## config.mk

```make
export PLATFORM = sky130hd
export DESIGN_NAME = kanagawa_hal_reset_sequencer
export DESIGN_NICKNAME = d
export VERILOG_FILES = /design/src/rtl/kanagawa_hal_reset_pkg.sv /design/src/rtl/kanagawa_hal_reset_sequencer.sv
export SDC_FILE = /design/constraint.sdc
export NUM_CORES = 1
export LEC_CHECK = 0
export CAP_MARGIN = 25
export CORE_AREA = 2 2 40 51
export DETAILED_ROUTE_END_ITERATION = 10
export DIE_AREA = 0 0 42 53
export HOLD_SLACK_MARGIN = 0.08
export MAX_ROUTING_LAYER = met4
export PLACE_DENSITY = 0.85
export SKIP_CTS_REPAIR_TIMING = 1
export SLEW_MARGIN = 20
export SYNTH_ARGS = -nofsm -noshare
export SYNTH_HDL_FRONTEND = slang
export SYNTH_SLANG_ARGS = --single-unit
export TNS_END_PERCENT = 30
```

## constraint.sdc

```tcl
create_clock -name clk -period 2.9 [get_ports clk]
set_clock_uncertainty 0.05 [all_clocks]
set_input_delay 0.58 -clock clk [delete_from_list [all_inputs] [get_ports clk]]
set_output_delay 0.58 -clock clk [all_outputs]
set_load 0.01 [all_outputs]
```

## src/rtl/kanagawa_hal_reset_pkg.sv

```systemverilog
// Shared types and parameter-legality limits for the staged reset sequencer.
package kanagawa_hal_reset_pkg;

    typedef enum logic [1:0] {
        RSEQ_HOLD    = 2'd0,
        RSEQ_STRETCH = 2'd1,
        RSEQ_RELEASE = 2'd2,
        RSEQ_RUN     = 2'd3
    } reset_seq_state_t;

    localparam int RSEQ_MIN_STAGES = 1;
    localparam int RSEQ_MAX_STAGES = 32;
    localparam int RSEQ_MIN_CYCLES = 1;

    function automatic int rseq_max3(input int a, input int b, input int c);
        int m;
        m = (a > b) ? a : b;
        return (m > c) ? m : c;
    endfunction

endpackage

```

## src/rtl/kanagawa_hal_reset_sequencer.sv

```systemverilog
// Staged reset release: filters clock lock, stretches reset, then frees
// NUM_STAGES domains in order, stage 0 first. Lock loss or soft reset re-enters HOLD.
module kanagawa_hal_reset_sequencer
    import kanagawa_hal_reset_pkg::*;
#(
    parameter int NUM_STAGES     = 4,
    parameter int LOCK_FILTER    = 4,
    parameter int STRETCH_CYCLES = 16,
    parameter int STAGE_GAP      = 8
) (
    input  logic                  clk,
    input  logic                  arst,
    input  logic                  locked_in,
    input  logic                  soft_rst_req,
    output logic [NUM_STAGES-1:0] rst_out,
    output logic                  rst_done
);

    localparam int CNT_MAX = rseq_max3(LOCK_FILTER, STRETCH_CYCLES, STAGE_GAP);
    localparam int CW      = $clog2(CNT_MAX + 1);
    localparam int SW      = $clog2(NUM_STAGES + 1);

    if (NUM_STAGES < RSEQ_MIN_STAGES || NUM_STAGES > RSEQ_MAX_STAGES) begin : g_bad_stages
        $error("kanagawa_hal_reset_sequencer: NUM_STAGES out of range");
    end
    if (LOCK_FILTER < RSEQ_MIN_CYCLES) begin : g_bad_filter
        $error("kanagawa_hal_reset_sequencer: LOCK_FILTER must be >= 1");
    end
    if (STRETCH_CYCLES < RSEQ_MIN_CYCLES) begin : g_bad_stretch
        $error("kanagawa_hal_reset_sequencer: STRETCH_CYCLES must be >= 1");
    end
    if (STAGE_GAP < RSEQ_MIN_CYCLES) begin : g_bad_gap
        $error("kanagawa_hal_reset_sequencer: STAGE_GAP must be >= 1");
    end

    reset_seq_state_t      state_q, state_d;
    logic [CW-1:0]         cnt_q, cnt_d;
    logic [SW-1:0]         stage_q, stage_d;
    logic [NUM_STAGES-1:0] rst_out_d;
    logic                  done_d;
    logic                  all_rst;
    logic                  abort;

    always_ff @(posedge clk or posedge arst) begin
        if (arst) begin
            state_q  <= RSEQ_HOLD;
            cnt_q    <= '0;
            stage_q  <= '0;
            rst_out  <= '1;
            rst_done <= 1'b0;
        end else begin
            state_q  <= state_d;
            cnt_q    <= cnt_d;
            stage_q  <= stage_d;
            rst_out  <= rst_out_d;
            rst_done <= done_d;
        end
    end

    always_comb begin
        state_d = state_q;
        cnt_d   = cnt_q;
        stage_d = stage_q;
        all_rst = 1'b0;
        done_d  = 1'b0;
        abort   = ~locked_in | soft_rst_req;

        // Abort is tested before every expiry so it always wins a tie.
        case (state_q)
            RSEQ_HOLD: begin
                all_rst = 1'b1;
                stage_d = '0;
                if (abort) begin
                    cnt_d = '0;
                end else if (cnt_q == CW'(LOCK_FILTER)) begin
                    state_d = RSEQ_STRETCH;
                    cnt_d   = '0;
                end else begin
                    cnt_d = cnt_q + 1'b1;
                end
            end
            RSEQ_STRETCH: begin
                all_rst = 1'b1;
                if (abort) begin
                    state_d = RSEQ_HOLD;
                    cnt_d   = '0;
                end else if (cnt_q == CW'(STRETCH_CYCLES - 1)) begin
                    state_d = RSEQ_RELEASE;
                    cnt_d   = '0;
                    stage_d = '0;
                    all_rst = 1'b0;
                end else begin
                    cnt_d = cnt_q + 1'b1;
                end
            end
            RSEQ_RELEASE: begin
                if (abort) begin
                    state_d = RSEQ_HOLD;
                    cnt_d   = '0;
                    stage_d = '0;
                    all_rst = 1'b1;
                end else if (stage_q == SW'(NUM_STAGES - 1)) begin
                    state_d = RSEQ_RUN;
                    cnt_d   = '0;
                    done_d  = 1'b1;
                end else if (cnt_q == CW'(STAGE_GAP - 1)) begin
                    stage_d = stage_q + 1'b1;
                    cnt_d   = '0;
                end else begin
                    cnt_d = cnt_q + 1'b1;
                end
            end
            RSEQ_RUN: begin
                if (abort) begin
                    state_d = RSEQ_HOLD;
                    cnt_d   = '0;
                    stage_d = '0;
                    all_rst = 1'b1;
                end else begin
                    done_d = 1'b1;
                end
            end
            default: begin
                state_d = RSEQ_HOLD;
                cnt_d   = '0;
                stage_d = '0;
                all_rst = 1'b1;
            end
        endcase

        // Stages above the current index stay in reset; this keeps release ordered.
        for (int k = 0; k < NUM_STAGES; k++) begin
            rst_out_d[k] = all_rst | (k > int'(stage_d));
        end
    end

endmodule

```

==> out/qor.yml, run 1 <==
detailed_routing:
  routed_wl_um: 1710
  drtIter0Drc: 14
  drcViolationCount: 0
  dr.pass1.iters: 4
  ant_nets: 0
  vias: 759
  vias_per_cell: 6.27
  wl_per_cell_um: 14.1
yosys:
  synth_edf_count: 0
  synth_area_leader_cell: "dfrtp_1"
  synth_flop_cell: "dfrtp_1"
  yosys.cell_types.count: 39
  async_flop_share: 1.00
  synthTopCellsByArea: "dfrtp_1 30%, dfstp_2 12%, ha_1 8.2%, inv_1 4.5%, o2111ai_1 2.9%"
  synthCells: 92
  syn_area_sq_um: 911
  synth_top_area_frac: 0.302
  ys_seq_elements: 15
  yosys_warnings: 0
  yosysSeqAreaShare: 0.418
  ys_top_cells_by_count: "11 x dfrtp_1, 11 x inv_1, 6 x ha_1"
  syn_area_per_cell_sq_um: 9.90
  syn-num-nets: 102
die:
  die_w_um: 42
  io-pin-count: 9
  row_count: 17
  fp.dieArea_sq_um: 2230
  die_y_um: 53
  core_sq_um: 1720
  start_util: 0.529
worst_setup_path:
  critPathRequiredTime_ps: 3070
  crit_end: "cnt_q[2]"
  cp_data_arrival_time_ps: 2550
  crit_start: "cnt_q[0]"
  worstSetupStartpointType: "flop"
  end_kind: "flop"
  worstPathCellList: "ha_1 -> and3_1 -> ha_1 -> or3b_1 -> a21oi_1 -> o21ai_1 -> nor4b_1 -> a21o_1"
  crit_type: "reg2reg"
  worstRegToRegCells: 8
  regToRegSetupSlack_ps: 520
  r2r-end: "cnt_q[2]"
  slowest_stage: "dfrtp_1"
  path_max_fanout: 5
  crit_path_max_incr_delay_ps: 430
  crit_top_cell: "ha_1"
  r2r-start: "cnt_q[0]"
clock_tree:
  clock_sinks: 15
  cts_root_buffer: "clkbuf_4"
  clkLatencyLatePin_ps: 280
  max-clock-path-buffers: 2
  cts_tree: "built"
  htreeDepth: 1
  clkTransAtPathRegs_ps: 90
  numCtsBuffers: 3
sta:
  setup_ws_ps: 524
  slew_violations: 0
  grt_setup_unrepaired: "no"
  holdWs_ps: 519
  hold_viol: 0
  fin_crit_ps: 2380
  finalCritPeriodShare: 0.819
  tightest_slew_ps: 548
  setup_viol: 0
  slew_headroom: 0.634
  finalSetupTns_ps: 0
  fmax_mhz: 421
pwr:
  power_density_nw_per_um2: 340
  ir_worst_vdd_v: 0.000300
  leakagePower_nw: 0.457
global_route:
  grt_max_degree: 17
  antenna_found_initial: 0
  track_usage: 0.181
  grt_pass1_vias: 727
  grt_pass1_wl_um: 3050
  grt_overflow: 0
layout:
  final_layout_size_suffix_gt1_frac: 0.118
  antenna_cells: 0
  design_area_sq_um: 1030
  nets: 113
  area.growth.synth_to_final_pct: 13.5
  final_core_utilization: 0.600
placement:
  post_dp_cell_area_sq_um: 1010
  portBuffers: 8
  dp_hpwl_um: 1320
  dp_slack_ps: 604
  gp_congestion: 0.866
min_path:
  hold_class: "reg2reg"
outcome:
  outcome: "finished, final reports clean"
flow_run:
  maxCapViolCount: 0
-- layer usage --
| layer | wire, um | GRT usage | vias up |
|---|---|---|---|
| li1 | - | - | 362 |
| met1 | 704 | 0.200 | 373 |
| met2 | 903 | 0.323 | 22 |
| met3 | 91 | 0.0341 | 2 |
| met4 | 10 | 0.0753 | 0 |
| met5 | 0 | - | - |
-- final cells by class --
class                   count  area, sq um
inverters                  11         41.3
fillers                   143          689
flip-flops and latches     15          380
repair buffers              8         80.1
clock inverters             1         5.00
multi-input cells          64          480
well taps                  19         23.8
clock buffers               3         22.5
-- placed cells by master (no fill, tap or decap), types with 2 or more instances in the layout --
master / n
and3_1: 2
o21ai_0: 3
o211ai_2: 2
a21o_1: 3
nand3_1: 2
nand2_1: 4
nor2_1: 4
dfstp_2: 4
clkdlybuf4s50_1: 8
ha_1: 6
o211ai_1: 3
nand4bb_1: 2
a21oi_1: 4
o21ai_1: 4
clkbuf_4: 3
dfrtp_1: 11
o2111ai_1: 3
and4bb_1: 2
inv_1: 11
-- sequential cells by signal, indices dropped and copies added (netlist names) --
register  count
stage_q       3
rst_done      1
rst_out       4
cnt_q         5
state_q       2
-- how the worst min path moves through the flow --
stage	start	to	cells after the start
2_1_floorplan	arst	cnt_q[0]	1
3_3_place_gp	cnt_q[0]	cnt_q[0]	1
3_5_place_dp	cnt_q[0]	cnt_q[0]	1
4_1_cts	cnt_q[0]	cnt_q[0]	1
5_1_grt	cnt_q[0]	cnt_q[0]	1
6_report	cnt_q[0]	cnt_q[0]	1
-- power by group --
group          leakage (nW)  internal, mW  switching (mW)
sequential            0.195         0.211         0.00160
clock                0.0177        0.0511          0.0680
combinational         0.245       0.00828          0.0114
-- logic make-up (layout without fill, tap and decap cells) --
group / count (synthesis) / in the layout / share of synthesized area
AOI/OAI and AO/OA: 28 / 28 / 0.217
xor gates and xnor gates: 1 / 1 / 0.00962
adders and majority gates: 6 / 6 / 0.0824
buffers and inverters: 13 / 23 / 0.0549
DFF: 15 / 15 / 0.418
and+or+nand+nor: 29 / 29 / 0.218
-- metrics by stage --
stage / total power, mW / std cells
floorplan: 0.228 / 92
finish: 0.351 / 121
detailed placement: 0.236 / 117
global route: 0.367 / 121
CTS: 0.352 / 121
global placement: 0.235 / 117
-- critical path: cells and delay by family (launching register included) --
| family | cells | cell delay [ps] |
|---|---|---|
| compound gates | 3 | 430 |
| flops | 1 | 430 |
| simple gates | 3 | 920 |
| fa+ha+maj | 2 | 490 |
Power figures use the tool's default switching activity.
==> run 2: changes to the inputs <==
Clock period 2.9 ns to 2.38 ns, I/O delays scaled along.
==> run 2 against run 1 <==
- clock-buffer cell count stayed put
- hold slack worse by 49 ps
- sequential power is 22% higher
- non-clock buffer count is 1 higher
- largest power group unchanged
- via count is 2.2% lower
- utilization is 1.0 points higher
- die area stayed put
- wire length is 10% higher
==> out/qor.yml, run 2 (synthesized netlist as in run 1, its figures left out) <==
clock_tree:
  clkTransAtPathRegs_ps: 100
  htreeDepth: 1
  cts_tree: "built"
  numCtsBuffers: 3
  cts_root_buffer: "clkbuf_4"
  clock_sinks: 15
  max-clock-path-buffers: 2
  clkLatencyLatePin_ps: 290
placement:
  gp_congestion: 0.863
  dp_slack_ps: 55.7
  placedCellCount: 117
  post_dp_cell_area_sq_um: 1010
  dp_hpwl_um: 1420
  portBuffers: 8
global_route:
  track_usage: 0.188
  antenna_found_initial: 0
  grt_overflow: 0
  grt_pass1_wl_um: 3060
  grt_pass1_vias: 708
  grt_max_degree: 17
detailed_routing:
  wl_met3_um: 45
  drtIter0Drc: 16
  ant_nets: 0
  dr.pass1.iters: 4
  wl_met2_um: 1030
  vias: 742
  wl_per_cell_um: 15.4
  routed_wl_um: 1880
  topRoutingLayerUsed: "met4"
  drcViolationCount: 0
  wl_met1_um: 774
  vias_per_cell: 6.08
flow_run:
  maxCapViolCount: 0
die:
  fp.dieArea_sq_um: 2230
  core_sq_um: 1720
  io-pin-count: 9
  die_w_um: 42
  start_util: 0.529
  row_count: 17
  die_y_um: 53
sta:
  tightest_slew_ps: 584
  grt_setup_unrepaired: "no"
  setup_ws_ps: 139
  slew_violations: 0
  setup_viol: 0
  slew_headroom: 0.605
  hold_viol: 0
  finalSetupTns_ps: 0
  fin_crit_ps: 2240
  finalCritPeriodShare: 0.942
  fmax_mhz: 446
outcome:
  outcome: "finished, final reports clean"
worst_setup_path:
  crit_type: "reg2reg"
  worstPathCellList: "ha_1 -> and3_1 -> ha_1 -> or3b_1 -> a21oi_2 -> o21ai_1 -> nor4b_2 -> a21o_1"
  regToRegSetupSlack_ps: 140
  crit_end: "cnt_q[2]"
  crit_start: "cnt_q[0]"
  r2r-start: "cnt_q[0]"
  crit_buf_inv: 0
  end_kind: "flop"
  crit_path_max_incr_delay_ps: 410
  cp_data_arrival_time_ps: 2430
  worstSetupStartpointType: "flop"
  r2r-end: "cnt_q[2]"
  path_depth: 8
  slowest_stage: "dfrtp_1"
  worstRegToRegCells: 8
  crit_top_cell: "ha_1"
  path_delay_family: "simple AND/OR/NAND/NOR gates"
  path_max_fanout: 5
  critPathRequiredTime_ps: 2570
pwr:
  power_density_nw_per_um2: 414
  ir_worst_vdd_v: 0.000298
  leakagePower_nw: 0.464
layout:
  multi_input_area_sq_um: 490
  nets: 114
  instances_no_fill: 122
  regArea_sq_um: 380
  final_layout_size_suffix_gt1_frac: 0.146
  final_cell_mix: "11 x inv_1, 11 x dfrtp_1, 8 x clkdlybuf4s50_1"
  design_area_sq_um: 1050
  largest_register_ffs: 5
  antenna_cells: 0
  registers.top_by_ff_count: "cnt_q"
  area.growth.synth_to_final_pct: 15.4
  fill_cells: 145
  top_regs: "cnt_q: 5 flops, rst_out: 4 flops, stage_q: 3 flops"
min_path:
  hold_class: "in2async"
[run 2: changes by cell type in the layout (fill, tap and decap cells not counted), sizes merged]
| cell | previous run | this run |
|---|---|---|
| buf | 0 | 1 |
[run 2: power breakdown]
part	internal [mW]	switching, mW	total (mW)
logic	0.0114	0.0154	0.0268
clock network	0.0626	0.0873	0.150
registers	0.257	0.00164	0.258
[run 2: per-layer routing]
metal | up-vias | global-route usage
met5 | - | -
met4 | 0 | 0.0914
met3 | 5 | 0.0205
met2 | 11 | 0.339
met1 | 362 | 0.206
li1 | 364 | -
[run 2: area by class of cell]
| class | count | share of cell area |
|---|---|---|
| timing repair buffer | 9 | 0.0833 |
| clock inverter | 1 | 0.00476 |
| clock buffer | 3 | 0.0214 |
| tap | 19 | 0.0226 |
| inverter | 11 | 0.0393 |
| sequential | 15 | 0.362 |
| multi-input combinational | 64 | 0.467 |
[run 2: worst min path at each step]
stage | startpoint | to | slack, ps | cells after the start
6_report | arst | rst_done | 470 | 2
4_1_cts | arst | cnt_q[2] | 500 | 2
5_1_grt | arst | stage_q[1] | 550 | 2
3_3_place_gp | cnt_q[0] | cnt_q[0] | 500 | 1
3_5_place_dp | cnt_q[0] | cnt_q[0] | 510 | 1
2_1_floorplan | arst | cnt_q[0] | 320 | 1
[run 2: per-stage QoR]
| stage | total power [mW] | utilization | hold WS (ps) |
|---|---|---|---|
| after floorplan | 0.277 | - | 325 |
| after global placement | 0.287 | 0.584 | 497 |
| after detailed placement | 0.288 | 0.584 | 513 |
| after CTS | 0.436 | 0.600 | 497 |
| after global routing | 0.446 | 0.610 | 548 |
| final | 0.435 | 0.610 | 470 |
[run 2: worst register-to-register path, stage by stage (launching register included)]
cell	delay, ps
dfrtp_1	410
ha_1	250
and3_1	220
ha_1	220
or3b_1	390
a21oi_2	190
o21ai_1	110
nor4b_2	240
a21o_1	110
==> run 3: changes to the inputs <==
Settings changed: SKIP_CTS_REPAIR_TIMING 1 to default.
==> results of run 3 <==
Same layout as run 2: the final DEF is identical, and so are final timing and power.
